`src/rtl/fetch_controller_pkg.sv`:
```
// Shared definitions for the instruction fetch stage.
//   ADDR_W / INSTR_W : address and instruction widths
//   PC_STEP_DEF      : default byte increment between sequential fetches
//   NOP_INSTR        : encoding returned by memory for unmapped addresses
//   fetch_state_e    : fetch FSM states, encoded as {inflight_v, skid_v}
//   word_align()     : clears the byte-offset bits of an address
package fetch_controller_pkg;

  localparam int ADDR_W  = 32;
  localparam int INSTR_W = 32;

  localparam logic [ADDR_W-1:0]  PC_STEP_DEF = 32'd4;
  localparam logic [INSTR_W-1:0] NOP_INSTR   = 32'h0000_0013;

  // Bit 1 = a memory response is due this cycle, bit 0 = skid holds a response.
  // {1,1} cannot occur: a response is only parked when no new fetch is issued.
  typedef enum logic [1:0] {
    FETCH_EMPTY  = 2'b00,
    FETCH_STREAM = 2'b10,
    FETCH_HELD   = 2'b01
  } fetch_state_e;

  function automatic logic [ADDR_W-1:0] word_align(input logic [ADDR_W-1:0] addr);
    return {addr[ADDR_W-1:2], 2'b00};
  endfunction

endpackage

```
`src/rtl/fetch_controller_skid_buffer.sv`:
```
// One-entry skid register carrying {pc, instr} between memory and decode.
//   clk, rst  : clock, asynchronous active-high reset
//   load_i    : capture pc_i/instr_i (decode stalled while a response lands)
//   sel_i     : present the parked entry instead of the live response
//   pc_i      : pc of the response arriving this cycle
//   instr_i   : instruction arriving from memory this cycle
//   pc_o      : pc presented to decode
//   instr_o   : instruction presented to decode
module fetch_controller_skid_buffer
  import fetch_controller_pkg::*;
#(
  parameter logic [ADDR_W-1:0] RESET_PC = 32'h0000_0000
) (
  input  logic               clk,
  input  logic               rst,
  input  logic               load_i,
  input  logic               sel_i,
  input  logic [ADDR_W-1:0]  pc_i,
  input  logic [INSTR_W-1:0] instr_i,
  output logic [ADDR_W-1:0]  pc_o,
  output logic [INSTR_W-1:0] instr_o
);

  logic [ADDR_W-1:0]  skid_pc_q;
  logic [INSTR_W-1:0] skid_instr_q;

  // Parked payload register; only written when a response cannot be handed over.
  always_ff @(posedge clk or posedge rst) begin
    if (rst) begin
      skid_pc_q    <= RESET_PC;
      skid_instr_q <= {INSTR_W{1'b0}};
    end else if (load_i) begin
      skid_pc_q    <= pc_i;
      skid_instr_q <= instr_i;
    end else begin
      skid_pc_q    <= skid_pc_q;
      skid_instr_q <= skid_instr_q;
    end
  end

  assign pc_o    = sel_i ? skid_pc_q    : pc_i;
  assign instr_o = sel_i ? skid_instr_q : instr_i;

endmodule

```
`src/rtl/fetch_controller.sv`:
```
// Instruction fetch sequencer. Issues word addresses to a synchronous
// instruction memory (1-cycle read latency) and hands the responses to
// decode over valid/ready, with a skid entry so a stall never drops a
// response. A redirect squashes everything outstanding and fetches the target.
//   clk, rst       : clock, asynchronous active-high reset
//   i_redirect     : load new pc, squash in-flight and parked fetches
//   i_redirect_pc  : redirect target (byte offset ignored)
//   o_mem_addr     : read address to instruction memory
//   i_mem_data     : memory read data for last cycle's address
//   o_valid        : o_instr/o_pc carry a live instruction
//   i_ready        : decode accepts this cycle
//   o_instr, o_pc  : instruction to decode and its byte address
module fetch_controller
  import fetch_controller_pkg::*;
#(
  parameter logic [ADDR_W-1:0] RESET_PC = 32'h0000_0000,
  parameter logic [ADDR_W-1:0] PC_STEP  = PC_STEP_DEF
) (
  input  logic               clk,
  input  logic               rst,
  input  logic               i_redirect,
  input  logic [ADDR_W-1:0]  i_redirect_pc,
  output logic [ADDR_W-1:0]  o_mem_addr,
  input  logic [INSTR_W-1:0] i_mem_data,
  output logic               o_valid,
  input  logic               i_ready,
  output logic [INSTR_W-1:0] o_instr,
  output logic [ADDR_W-1:0]  o_pc
);

  localparam logic [ADDR_W-1:0] RESET_PC_AL = word_align(RESET_PC);

  fetch_state_e      state_q, state_d;
  logic [ADDR_W-1:0] pc_q, pc_d;
  logic [ADDR_W-1:0] inflight_pc_q, inflight_pc_d;
  logic              inflight_v, skid_v, issue, skid_load;

  assign inflight_v = (state_q == FETCH_STREAM);
  assign skid_v     = (state_q == FETCH_HELD);

  // A fetch goes out unless a stalled response would be overrun; redirect always fetches.
  assign issue      = i_redirect | ((!skid_v | i_ready) & !(inflight_v & !i_ready));

  assign o_mem_addr = i_redirect ? word_align(i_redirect_pc) : pc_q;
  assign o_valid    = (inflight_v | skid_v) & !i_redirect;

  // Next-state decode; a stalled live response is parked in the skid entry.
  always_comb begin
    state_d   = state_q;
    skid_load = 1'b0;
    if (i_redirect) begin
      state_d = FETCH_STREAM;
    end else begin
      case (state_q)
        FETCH_EMPTY:  state_d = FETCH_STREAM;
        FETCH_STREAM: begin
          if (i_ready) begin
            state_d = FETCH_STREAM;
          end else begin
            state_d   = FETCH_HELD;
            skid_load = 1'b1;
          end
        end
        FETCH_HELD:   state_d = i_ready ? FETCH_STREAM : FETCH_HELD;
        default:      state_d = FETCH_EMPTY;
      endcase
    end
  end

  // PC and in-flight address advance only when a fetch is issued (wraps modulo 2^ADDR_W).
  always_comb begin
    if (issue) begin
      pc_d          = o_mem_addr + PC_STEP;
      inflight_pc_d = o_mem_addr;
    end else begin
      pc_d          = pc_q;
      inflight_pc_d = inflight_pc_q;
    end
  end

  // State, pc and in-flight address registers.
  always_ff @(posedge clk or posedge rst) begin
    if (rst) begin
      state_q       <= FETCH_EMPTY;
      pc_q          <= RESET_PC_AL;
      inflight_pc_q <= RESET_PC_AL;
    end else begin
      state_q       <= state_d;
      pc_q          <= pc_d;
      inflight_pc_q <= inflight_pc_d;
    end
  end

  fetch_controller_skid_buffer #(
    .RESET_PC (RESET_PC_AL)
  ) u_skid (
    .clk     (clk),
    .rst     (rst),
    .load_i  (skid_load),
    .sel_i   (skid_v),
    .pc_i    (inflight_pc_q),
    .instr_i (i_mem_data),
    .pc_o    (o_pc),
    .instr_o (o_instr)
  );

endmodule
```
`config.mk`:
```
export PLATFORM = sky130hd
export DESIGN_NAME = fetch_controller
export DESIGN_NICKNAME = d
export VERILOG_FILES = /design/src/rtl/fetch_controller_pkg.sv /design/src/rtl/fetch_controller_skid_buffer.sv /design/src/rtl/fetch_controller.sv
export SDC_FILE = /design/constraint.sdc
export NUM_CORES = 1
export LEC_CHECK = 0
export CORE_ASPECT_RATIO = 1.2
export CORE_MARGIN = 2
export CORE_UTILIZATION = 35
export CTS_BUF_LIST = sky130_fd_sc_hd__clkbuf_8
export DETAILED_ROUTE_END_ITERATION = 12
export DONT_BUFFER_PORTS = 1
export GPL_TIMING_DRIVEN = 1
export PLACE_DENSITY_LB_ADDON = 0.1
export SLEW_MARGIN = 25
export SYNTH_ARGS = -nofsm -noshare
export SYNTH_HDL_FRONTEND = slang
export SYNTH_SLANG_ARGS = --single-unit
```
`constraint.sdc`:
```
create_clock -name clk -period 7.1 [get_ports clk]
set_input_delay 0.355 -clock clk [delete_from_list [all_inputs] [get_ports clk]]
set_output_delay 0.355 -clock clk [all_outputs]
set_load 0.02 [all_outputs]
```
## After elaboration in Yosys (flattened, before gate mapping)

Cells that the tools add are included.
W data, S select, Z words.

- Flip-flop bits (word level): 130
- Bits of input ports: 68
- Word-level logic and storage cells: 29

- Add/subtract/negate cells: 1
- Equality and inequality tests: 2
- Multiplexer cells: 9
- Bitwise operators: 6
- Reductions and logical operators: 6

Operators with widths:

| cell | number |
|---|---|
| $mux W32 | 3 |
| $add A32 B3 Y32 const B | 1 |
| $logic_not A1 Y1 | 4 |
| $mux W2 | 2 |
| $pmux W2 S2 | 1 |
| $and A1 B1 Y1 | 3 |
| $mux W1 | 3 |
| $or A1 B1 Y1 | 3 |
| $eq A2 B1 Y1 const B | 1 |
| $eq A2 B2 Y1 const B | 1 |
| $logic_not A2 Y1 | 1 |
| $reduce_or A2 Y1 | 1 |

## Longest topological paths before layout

Gate-level depths: netlist of run 1.

- Depth after elaboration: 5
- Gate-level depth with buffers: 12
- Gate-level depth less buffers: 7

## By module

From an unflattened synthesis of run 1, not the netlist that was laid out.

- Cell total of the unflattened synthesis: 618
- Area total of the unflattened synthesis: 7,511.0 um^2

Modules (own cells, without submodules):

| module | times used | cells an instance | area each (um^2) |
|---|---|---|---|
| fetch_controller_skid_buffer | 1 | 207 | 3,759.9 |
| fetch_controller | 1 | 411 | 3,751.1 |

## Worst setup path before layout of run 1

OpenSTA, ideal clock, no wires.

- Path type: input to register
- From: input port i_redirect
- To: register pc_q[28]
- Library setup time: 0.135 ns
- Arrival time: 2.650 ns
- Data required time: 6.965 ns
- Path slack: 4.314 ns
- Stages: 12
- Cell sequence: buf_6 -> buf_8 -> buf_6 -> buf_2 -> mux2_2 -> ha_1 -> and4_1 -> and3_1 -> clkbuf_1 -> o2111ai_1 -> mux2i_1 -> a211oi_1

- Longest elaborated chain between the ends: 2
- Elaborated cells between the ends (all ways): 3
- Classes of those cells: add/sub: 1; mux: 1; bitwise: 1

RTL lines:

| what | line | text |
|---|---|---|
| start: declaration | fetch_controller.sv:21 | `input logic i_redirect,` |
| $mux W32 | fetch_controller.sv:44 | `assign o_mem_addr = i_redirect ? word_align(i_redirect_pc) : pc_q;` |
| named net o_mem_addr[2] | fetch_controller.sv:23 | `output logic [ADDR_W-1:0] o_mem_addr,` |
| $add A32 B3 Y32 | fetch_controller.sv:73 | `pc_d = o_mem_addr + PC_STEP;` |
| end signal: assignment | fetch_controller.sv:89 | `pc_q <= pc_d;` |
| end: declaration | fetch_controller.sv:34 | `logic [ADDR_W-1:0] pc_q, pc_d;` |

The timed path passes the listed nets, and every way through them passes these cells.
A chain may end at the register's enable or synchronous reset.

## Worst setup path after layout of run 1

- From: register state_q[1]
- To: register pc_q[25]

- Longest elaborated chain between the ends: 5
- Elaborated cells between the ends (all ways): 8
- Classes of those cells: eq/ne: 2; bitwise: 4; reduce/logical: 2

RTL lines:

| what | line | text |
|---|---|---|
| start: declaration | fetch_controller.sv:33 | `fetch_state_e state_q, state_d;` |
| start signal: assignment | fetch_controller.sv:88 | `state_q <= state_d;` |
| $eq A2 B1 Y1 / $eq A2 B2 Y1 (equally long branches) | fetch_controller.sv:39, fetch_controller.sv:38 |  |
| $logic_not A1 Y1 / $and A1 B1 Y1 (equally long branches) | fetch_controller.sv:42 | `assign issue = i_redirect \| ((!skid_v \| i_ready) & !(inflight_v & !i_ready));` |
| $or A1 B1 Y1 / $logic_not A1 Y1 (equally long branches) | fetch_controller.sv:42 |  |
| $and A1 B1 Y1 (*) | fetch_controller.sv:42 |  |
| $or A1 B1 Y1 (*) | fetch_controller.sv:42 |  |

Every way passes the cells marked *; elsewhere a longest branch is shown, timed or not.

==> results of run 1 <==
[flip-flops by register name, summed over array words and instances, names as in the netlist]
register	cells
u_skid.skid_pc_q	32
pc_q	32
u_skid.skid_instr_q	32
state_q	2
inflight_pc_q	30
[cell type report]
| type | instances | area, sq um | area share (%) |
|---|---|---|---|
| repair buffers | 7 | 61.3 | 0.808 |
| well taps | 261 | 327 | 4.30 |
| clock inverters | 12 | 156 | 2.06 |
| multi-input cells | 440 | 3480 | 45.9 |
| flip-flops and latches | 128 | 3200 | 42.2 |
| clock buffers | 20 | 275 | 3.63 |
| inverters | 20 | 80.1 | 1.06 |
[metal layers]
| layer | wire (um) | vias up | global-route usage [%] | part of all wire [%] |
|---|---|---|---|---|
| met1 | 7420 | 2270 | 20.5 | 44 |
| met4 | 231 | 0 | 5.79 | 1.4 |
| met3 | 1120 | 12 | 5.32 | 6.6 |
| met2 | 8130 | 134 | 27.1 | 48 |
| li1 | - | 2185 | - | - |
| met5 | 0 | - | 0 | 0 |
[layout by cell type, fill, tap and decap left out, types with 3 or more instances in the layout]
cell type / count
bufinv_16: 3
nand4b_1: 3
nand3b_1: 9
nand3_1: 14
clkbuf_8: 20
nor2b_1: 5
nand4_1: 9
clkinvlp_4: 4
xnor2_1: 16
nor3_1: 3
buf_4: 4
inv_6: 3
dfrtp_1: 128
nand2b_1: 6
o21ai_0: 9
xor2_1: 4
a21oi_1: 39
mux2i_1: 20
nand2_1: 33
inv_1: 19
ha_1: 4
nor2_1: 70
mux2_2: 140
o31ai_1: 3
o21a_1: 7
a211oi_1: 3
a22oi_1: 4
and3_1: 5
[logic make-up (layout without fill, tap and decap cells)]
family          Yosys count  count (layout)  synth area share (%)
mux                     160             160                  25.6
flops                   128             128                  46.2
buf+inv                  58              59                  3.97
fa+ha+maj                 5               5                 0.902
compound gates           84              84                  8.06
xor+xnor                 20              20                  2.52
simple gates            171             171                  12.8
[worst max path at each step]
stage	to	cells after the start	slack, ns
2_1_floorplan	inflight_pc_q[10]	1	3.33
3_3_place_gp	pc_q[25]	7	4.06
6_report	pc_q[25]	7	4.05
4_1_cts	pc_q[25]	7	4.03
5_1_grt	pc_q[28]	7	3.73
3_5_place_dp	pc_q[25]	7	4.05
[report_power, final]
| part | switching (uW) | leakage (uW) | internal (uW) | total (uW) |
|---|---|---|---|---|
| sequential | 115 | 0.00151 | 922 | 1040 |
| clock | 302 | 0.000208 | 377 | 678 |
| combinational | 327 | 0.00141 | 236 | 563 |
[metrics by stage]
step | hold slack [ns] | setup slack (ns) | std cells
global route | 0.0287 | 3.73 | 888
CTS | 0.0117 | 4.03 | 888
detailed placement | 0.281 | 4.05 | 854
floorplan | 0.445 | 3.33 | 626
global placement | 0.274 | 4.06 | 854
finish | 0.0658 | 4.05 | 888
==> flow_summary.toml, run 1 <==
[logic_synthesis]
syn_avg_cell_area_sq_um = 11.1
yosysUniqueCellTypes = 53
yosys_warnings = 0
synth_nets = 699
yosysTopAreaCell = "dfrtp_1"
netlist_area_sq_um = 6940
synth_area_leaders = "dfrtp_1 (46%), mux2_2 (23%), nor2_1 (3.8%)"
yosysSeqAreaShare_pct = 46.2
synth_cells = 626
synthFlopType = "dfrtp_1"
yosysMostFrequentCell = "mux2_2"
synth_top_area_share_pct = 46.2
synth-async-reset-ratio_pct = 100
synth_edf_count = 0
yosys-top-cells-count = "mux2_2 (140), dfrtp_1 (128), nor2_1 (70), a21oi_1 (39), nand2_1 (33)"
ys_ff_latch = 128

[setup_path]
path_delay_family = "compound AO/OA/AOI/OAI gates"
r2r_start = "state_q[1]"
worstPathArrival_ns = 3.38
end_kind = "flip-flop"
r2r-end = "pc_q[25]"
cp_max_fo = 66
critPathSlowestCell = "o21ai_4"
slowest_delay_ns = 0.87
rrSetupSlack_ns = 4.05
crit_path_start_kind = "flip-flop"
cp_num_buf_inv = 2
crit_type = "flip-flop to flip-flop"
path_cells = "inv_1, ha_4, o21ai_4, buf_4, nand2_1, mux2i_1, nor3_1"
cp.required_ns = 7.43
crit_path_start = "state_q[1]"
reg2reg_depth = 7

[worst_hold_path]
worstHoldPathCells = 1
hp-start = "i_mem_data[4]"
min_path_type = "input pin to flip-flop"
holdPathEnd = "u_skid.skid_instr_q[4]"

[placement]
dp_hpwl_mm = 11.6
post_dp_cell_area_sq_um = 7130
numPortBuffers = 0
place_congestion = 0.819

[global_routing]
grt_usage_pct = 16.5
grt.overflow.total = 0
antenna_found_initial = 0
grt_pass1_vias = 4869
grt_pass1_wl_mm = 26.8
grt_max_degree = 80

[floorplan]
pin_count = 165
rows = 56
core_area_sq_um = 19500
start_util_pct = 35.6
die_w_um = 133
dieArea_sq_um = 21000
die_height_um = 158

[sta]
finClkSkew_ns = 0.00882
fin_setup_tns_ns = 0
maxSlewHeadroom_pct = 31.1
finalSetupViolations = 0
fin_crit_sh_pct = 43.0
rsz0062_at_grt = "false"
finalHoldViolations = 0
finalMaxSlewViolations = 0
max_freq_ghz = 0.328
fin_crit_ns = 3.05
worst_pin_slew_ns = 1.02

[clock_network]
clockBufferDepth = 2
cts_inserted_buffers = 17
cts_tree = "done"
cts-hold-fix-buffers = 2
cts_setup_buffers = 0
clkSlewWorstSetupHoldPaths_ns = 0.08
ctsResizeCount = 0
cts_htree_levels = 4
clk_latency_ns = 0.44
cts_num_sinks = 128
root_buffer = "clkbuf_8"

[power_and_ir_drop]
p_leak_uw = 0.00312
p_total_uw = 2280
ir_drop_mv = 0.127
power_density_nw_per_um2 = 300

[finish]
final_area_sq_um = 7590
syn_to_final_growth_pct = 9.36
final_layout_size_suffix_gt1_share_pct = 30.6
fillCellCount = 1932
final_util_pct = 39.0
fin_nets = 687
diodes = 0

[detailed_routing]
drc = 0
drt-wirelength-per-cell_um = 19.0
vias = 4601
via_per_inst = 5.18
ant_nets = 0
dr.pass1.iters = 5
wl_mm = 16.9
drt_iter0_drc = 216

[job]
drv_cap = 0

[run_status]
status = "completed"
Power figures use the tool's default switching activity.
==> run 2: changes to the inputs <==
ABC_AREA = 1   (was unset)
clock period = 2.93 ns   (was 7.1 ns; I/O delays follow)
==> flow_summary.toml, run 2 <==
[run_status]
status = "completed"

[clock_network]
cts_tree = "done"
ctsResizeCount = 0
cts_num_sinks = 128
clockBufferDepth = 2
root_buffer = "clkbuf_8"
clkSlewWorstSetupHoldPaths_ns = 0.09
cts_inserted_buffers = 17
cts_htree_levels = 4
clk_latency_ns = 0.44

[placement]
place_congestion = 0.804
numPortBuffers = 0
dp.cells = 1137
dp_hpwl_mm = 12.0

[finish]
fin_nets = 1011
syn_to_final_growth_pct = 15.9
layout_commonest_cell = "nand2_1"
diodes = 0
final_layout_size_suffix_gt1_share_pct = 9.04
layout_common_cells = "nand2_1 (312), o21ai_0 (152), dfrtp_1 (128), inv_1 (102), nor2_1 (47)"
reg_top3 = "pc_q x32, u_skid.skid_instr_q x32, u_skid.skid_pc_q x32"
final_cells = 1207

[sta]
fin_setup_tns_ns = 0
worst_pin_slew_ns = 0.839
fin_crit_ns = 2.44
finalSetupViolations = 0
fin_crit_sh_pct = 83.2
max_freq_ghz = 0.410
finalHoldViolations = 0
rsz0062_at_grt = "false"
maxSlewHeadroom_pct = 43.5
finClkSkew_ns = 0.0172
finalMaxSlewViolations = 0

[logic_synthesis]
yosysTopAreaCell = "dfrtp_1"
yosys_warnings = 0
yosysSeqAreaShare_pct = 47.6
syn_avg_cell_area_sq_um = 7.35
yosysUniqueCellTypes = 31
synth_top_area_share_pct = 47.6
synthFlopType = "dfrtp_1"
yosysMostFrequentCell = "nand2_1"
synth_nets = 989
synth_edf_count = 0
synth_area_leaders = "dfrtp_1 (48%), nand2_1 (17%), o21ai_0 (11%)"
netlist_area_sq_um = 6730
yosys-top-cells-count = "nand2_1 (313), o21ai_0 (153), dfrtp_1 (128), inv_1 (102), nor2_1 (47)"
synth_cells = 916
synth-async-reset-ratio_pct = 100
ys_ff_latch = 128

[setup_path]
cp.required_ns = 3.26
worstPathArrival_ns = 2.76
cp_max_fo = 33
crit_path_start_kind = "input pin"
end_kind = "flip-flop"
crit_type = "input pin to flip-flop"

[global_routing]
grt_pass1_wl_mm = 28.5
grt_pass1_vias = 5187
grt_usage_pct = 18.1
grt.overflow.total = 0
antenna_found_initial = 0
grt_max_degree = 99

[power_and_ir_drop]
pwr-share-clk_pct = 30.9
p_leak_uw = 0.00366
p_int_uw = 3340
ir_drop_mv = 0.225
p_sw_uw = 1750
power_density_nw_per_um2 = 652
comb_power_share_pct = 23.5
sw_frac_of_total_pct = 34.4
seqPwrFrac_pct = 45.6

[detailed_routing]
vias = 5664
ant_nets = 0
drt-wirelength-per-cell_um = 14.9
dr.pass1.iters = 5
wl_mm = 18.0
drc = 0
via_per_inst = 4.69
drt_iter0_drc = 365

[floorplan]
start_util_pct = 35.7
pin_count = 165
dieArea_sq_um = 20400
rows = 55
core_area_sq_um = 18900
die_w_um = 131
die_height_um = 156

[worst_hold_path]
min_path_type = "input pin to flip-flop"

[job]
drv_cap = 0
==> run 2: worst paths after layout <==
path,startpoint,to,slack (ns),depth (start not counted)
max,i_redirect,pc_q[20],0.49,11
min,i_redirect_pc[10],inflight_pc_q[10],0.06,3
max reg2reg,pc_q[2],pc_q[12],0.92,11
min reg2reg,pc_q[29],pc_q[29],0.48,2
max in group asynchronous,rst,inflight_pc_q[30],1.74,4
min in group asynchronous,rst,u_skid.skid_instr_q[19],0.31,2
==> run 2: routing by layer <==
metal  global-route usage [%]  up-vias  part of all wire [%]
li1                         -     2925                     -
met1                     25.7     2567                    48
met2                     27.3      156                    45
met3                     4.12       16                   5.9
met4                     5.72        0                  0.95
met5                        0        -                     0
==> run 2: worst max-delay path, stage by stage <==
cell	delay, ns
dlygate4sd3_1	0.96
o21ai_1	0.28
inv_1	0.26
ha_1	0.21
nand2_1	0.10
nor2_4	0.16
nand2_2	0.17
nor2_4	0.17
inv_1	0.10
o21ai_1	0.12
nand3_1	0.09
==> run 2: what timing repair did <==
action | in CTS | in global routing
setup buffers | 0 | 0
hold buffers | 38 | 0
hold endpoints to repair | 70 | 0
==> run 2: area by class of cell <==
| type | instances | area [sq um] |
|---|---|---|
| multi-input cells | 636 | 2940 |
| well taps | 256 | 320 |
| clock buffers | 22 | 303 |
| repair buffers | 51 | 528 |
| inverters | 104 | 394 |
| fillers | 2003 | 11100 |
| flip-flops and latches | 128 | 3200 |
| clock inverters | 10 | 109 |
==> run 2: kinds of logic after synthesis <==
| group | Yosys count | share of synthesized area [%] |
|---|---|---|
| compound gates | 185 | 14.4 |
| fa+ha+maj | 5 | 0.929 |
| xor+xnor | 1 | 0.130 |
| simple gates | 445 | 27.7 |
| flops | 128 | 47.6 |
| buf+inv | 152 | 9.18 |
==> run 2: through the flow <==
stage               worst slack [ns]  total power [uW]  util (%)  hold WS [ns]  area, sq um
global placement               0.781              3500      37.2         0.188         7010
floorplan                       1.09              3230         -         0.217         6740
global route                   0.295              5430      41.4        0.0371         7800
detailed placement             0.769              3520      37.2         0.180         7010
CTS                            0.475              5170      41.4        0.0122         7800
finish                         0.493              5090      41.4        0.0619         7800
==> run 2: power by group through the flow <==
stage,clock network (uW),registers (uW),logic (uW)
floorplan,0,2310,926
global placement,0,2340,1160
detailed placement,0,2350,1170
CTS,1640,2310,1220
global route,1700,2360,1360
finish,1570,2320,1200
==> run 3: changes to the inputs <==
clock period = 2 ns   (was 2.93 ns; I/O delays follow)
==> flow_summary.toml, run 3 (same netlist as run 2, synthesis figures left out) <==
[job]
drv_cap = 0

[clock_network]
cts_num_sinks = 128
clk_latency_ns = 0.44
cts_htree_levels = 4
clockBufferDepth = 2
cts_inserted_buffers = 17
clkSlewWorstSetupHoldPaths_ns = 0.07
root_buffer = "clkbuf_8"
cts_tree = "done"

[setup_path]
cp_max_fo = 16
reg2reg_depth = 8
worstPathArrival_ns = 1.80
end_kind = "output pin"
crit_path_start_kind = "flip-flop"
cp.required_ns = 1.90
crit_type = "flip-flop to output pin"

[finish]
final_layout_size_suffix_gt1_share_pct = 17.2
fin_nets = 1117
layout_common_cells = "nand2_1 (312), o21ai_0 (143), dfrtp_1 (128), inv_1 (103), buf_4 (93)"
reg_top3 = "pc_q x32, u_skid.skid_instr_q x32, u_skid.skid_pc_q x32"
syn_to_final_growth_pct = 30.1
layout_commonest_cell = "nand2_1"
final_util_pct = 46.5

[sta]
fin_setup_tns_ns = 0
finalHoldViolations = 0
finalSetupViolations = 0
worst_pin_slew_ns = 0.696
fin_crit_ns = 1.90
max_freq_ghz = 0.526
finalMaxSlewViolations = 0
fin_crit_sh_pct = 95.1
finClkSkew_ns = 0.0105
maxSlewHeadroom_pct = 53.5

[detailed_routing]
vias = 6112
via_per_inst = 4.66
dr.pass1.iters = 6
wl_mm = 20.2
ant_nets = 0
drt_iter0_drc = 373
drc = 0
drt-wirelength-per-cell_um = 15.4

[run_status]
status = "completed"

[floorplan]
rows = 55
start_util_pct = 35.7
core_area_sq_um = 18900
die_w_um = 131
dieArea_sq_um = 20400
pin_count = 165
die_height_um = 156

[power_and_ir_drop]
p_leak_uw = 0.00424
power_density_nw_per_um2 = 875
ir_drop_mv = 0.363

[placement]
numPortBuffers = 0
dp_hpwl_mm = 12.7
place_congestion = 0.806

[global_routing]
grt_pass1_vias = 5703
grt_max_degree = 67
antenna_found_initial = 1
grt_pass1_wl_mm = 29.8
grt_usage_pct = 18.9
grt.overflow.total = 0

[worst_hold_path]
min_path_type = "input pin to flip-flop"
worstHoldPathCells = 5
==> run 3: changes by cell type in the layout (fill, tap and decap cells not counted), sizes merged <==
cell         change
buf             +93
dlygate4sd3      +8
clkinv           +1
diode            +1
inv              +2
clkbuf           +4
bufinv           -1
clkinvlp         -3
==> run 3: worst max-delay path: stages (launching register included) <==
cell,delay (ns)
dfrtp_1,0.42
ha_4,0.21
buf_12,0.14
clkbuf_16,0.18
o21ai_0,0.22
buf_4,0.19
==> run 3: area by class of cell <==
| cell class | instances | area, sq um |
|---|---|---|
| Clock buffer | 21 | 289 |
| Clock inverter | 9 | 68.8 |
| Timing Repair Buffer | 157 | 1540 |
| Inverter | 104 | 394 |
| Sequential cell | 128 | 3200 |
| Tap cell | 256 | 320 |
| Antenna cell | 1 | 2.50 |
| Multi-Input combinational cell | 636 | 2940 |
| Fill cell | 1973 | 10100 |
==> run 3: per-layer routing <==
metal	track usage [%]	share of wire, %	up-vias
met3	5.04	4.9	15
met4	4.71	1.1	0
met5	0	0	-
met2	30.5	46	155
li1	-	-	3136
met1	25.4	48	2806
==> run 3: timing repair <==
action                                  CTS  global route
endpoints found under the setup margin   48            51
hold endpoints to repair                 66             0
hold buffers                             46             0
cloned                                    1             6
gates resized for setup                   2            11
buffers inserted                          0             3
==> run 3: final timing paths <==
path                                         from                   to  slack (ns)
worst max-delay path                   state_q[0]             o_pc[31]         0.1
worst min-delay path            i_redirect_pc[31]             pc_q[31]        0.04
worst max register to register         state_q[0]             pc_q[26]        0.19
worst min register to register           pc_q[22]             pc_q[22]        0.48
max in group asynchronous                     rst  u_skid.skid_pc_q[6]        1.06
min in group asynchronous                     rst  u_skid.skid_pc_q[3]        0.25
==> run 3: report_power, final <==
group	switching (uW)	internal (uW)	total, uW	leakage [uW]
clock	1010	1080	2090	0.000197
combinational	1350	831	2180	0.00245
sequential	258	3140	3400	0.00159
total	2620	5050	7660	0.00424
==> run 3: stage by stage <==
stage                     area [sq um]  setup WS (ns)  hold WS (ns)  total power (uW)  cells
after floorplan                   6740          0.211         0.171              4740    916
after global placement            7730          0.209         0.116              5460   1225
after detailed placement          7730          0.139         0.117              5490   1225
after CTS                         8580         0.0516       0.00569              7700   1302
after global routing              8760       -0.00677        0.0529              8190   1312
final                             8760         0.0983        0.0362              7660   1312
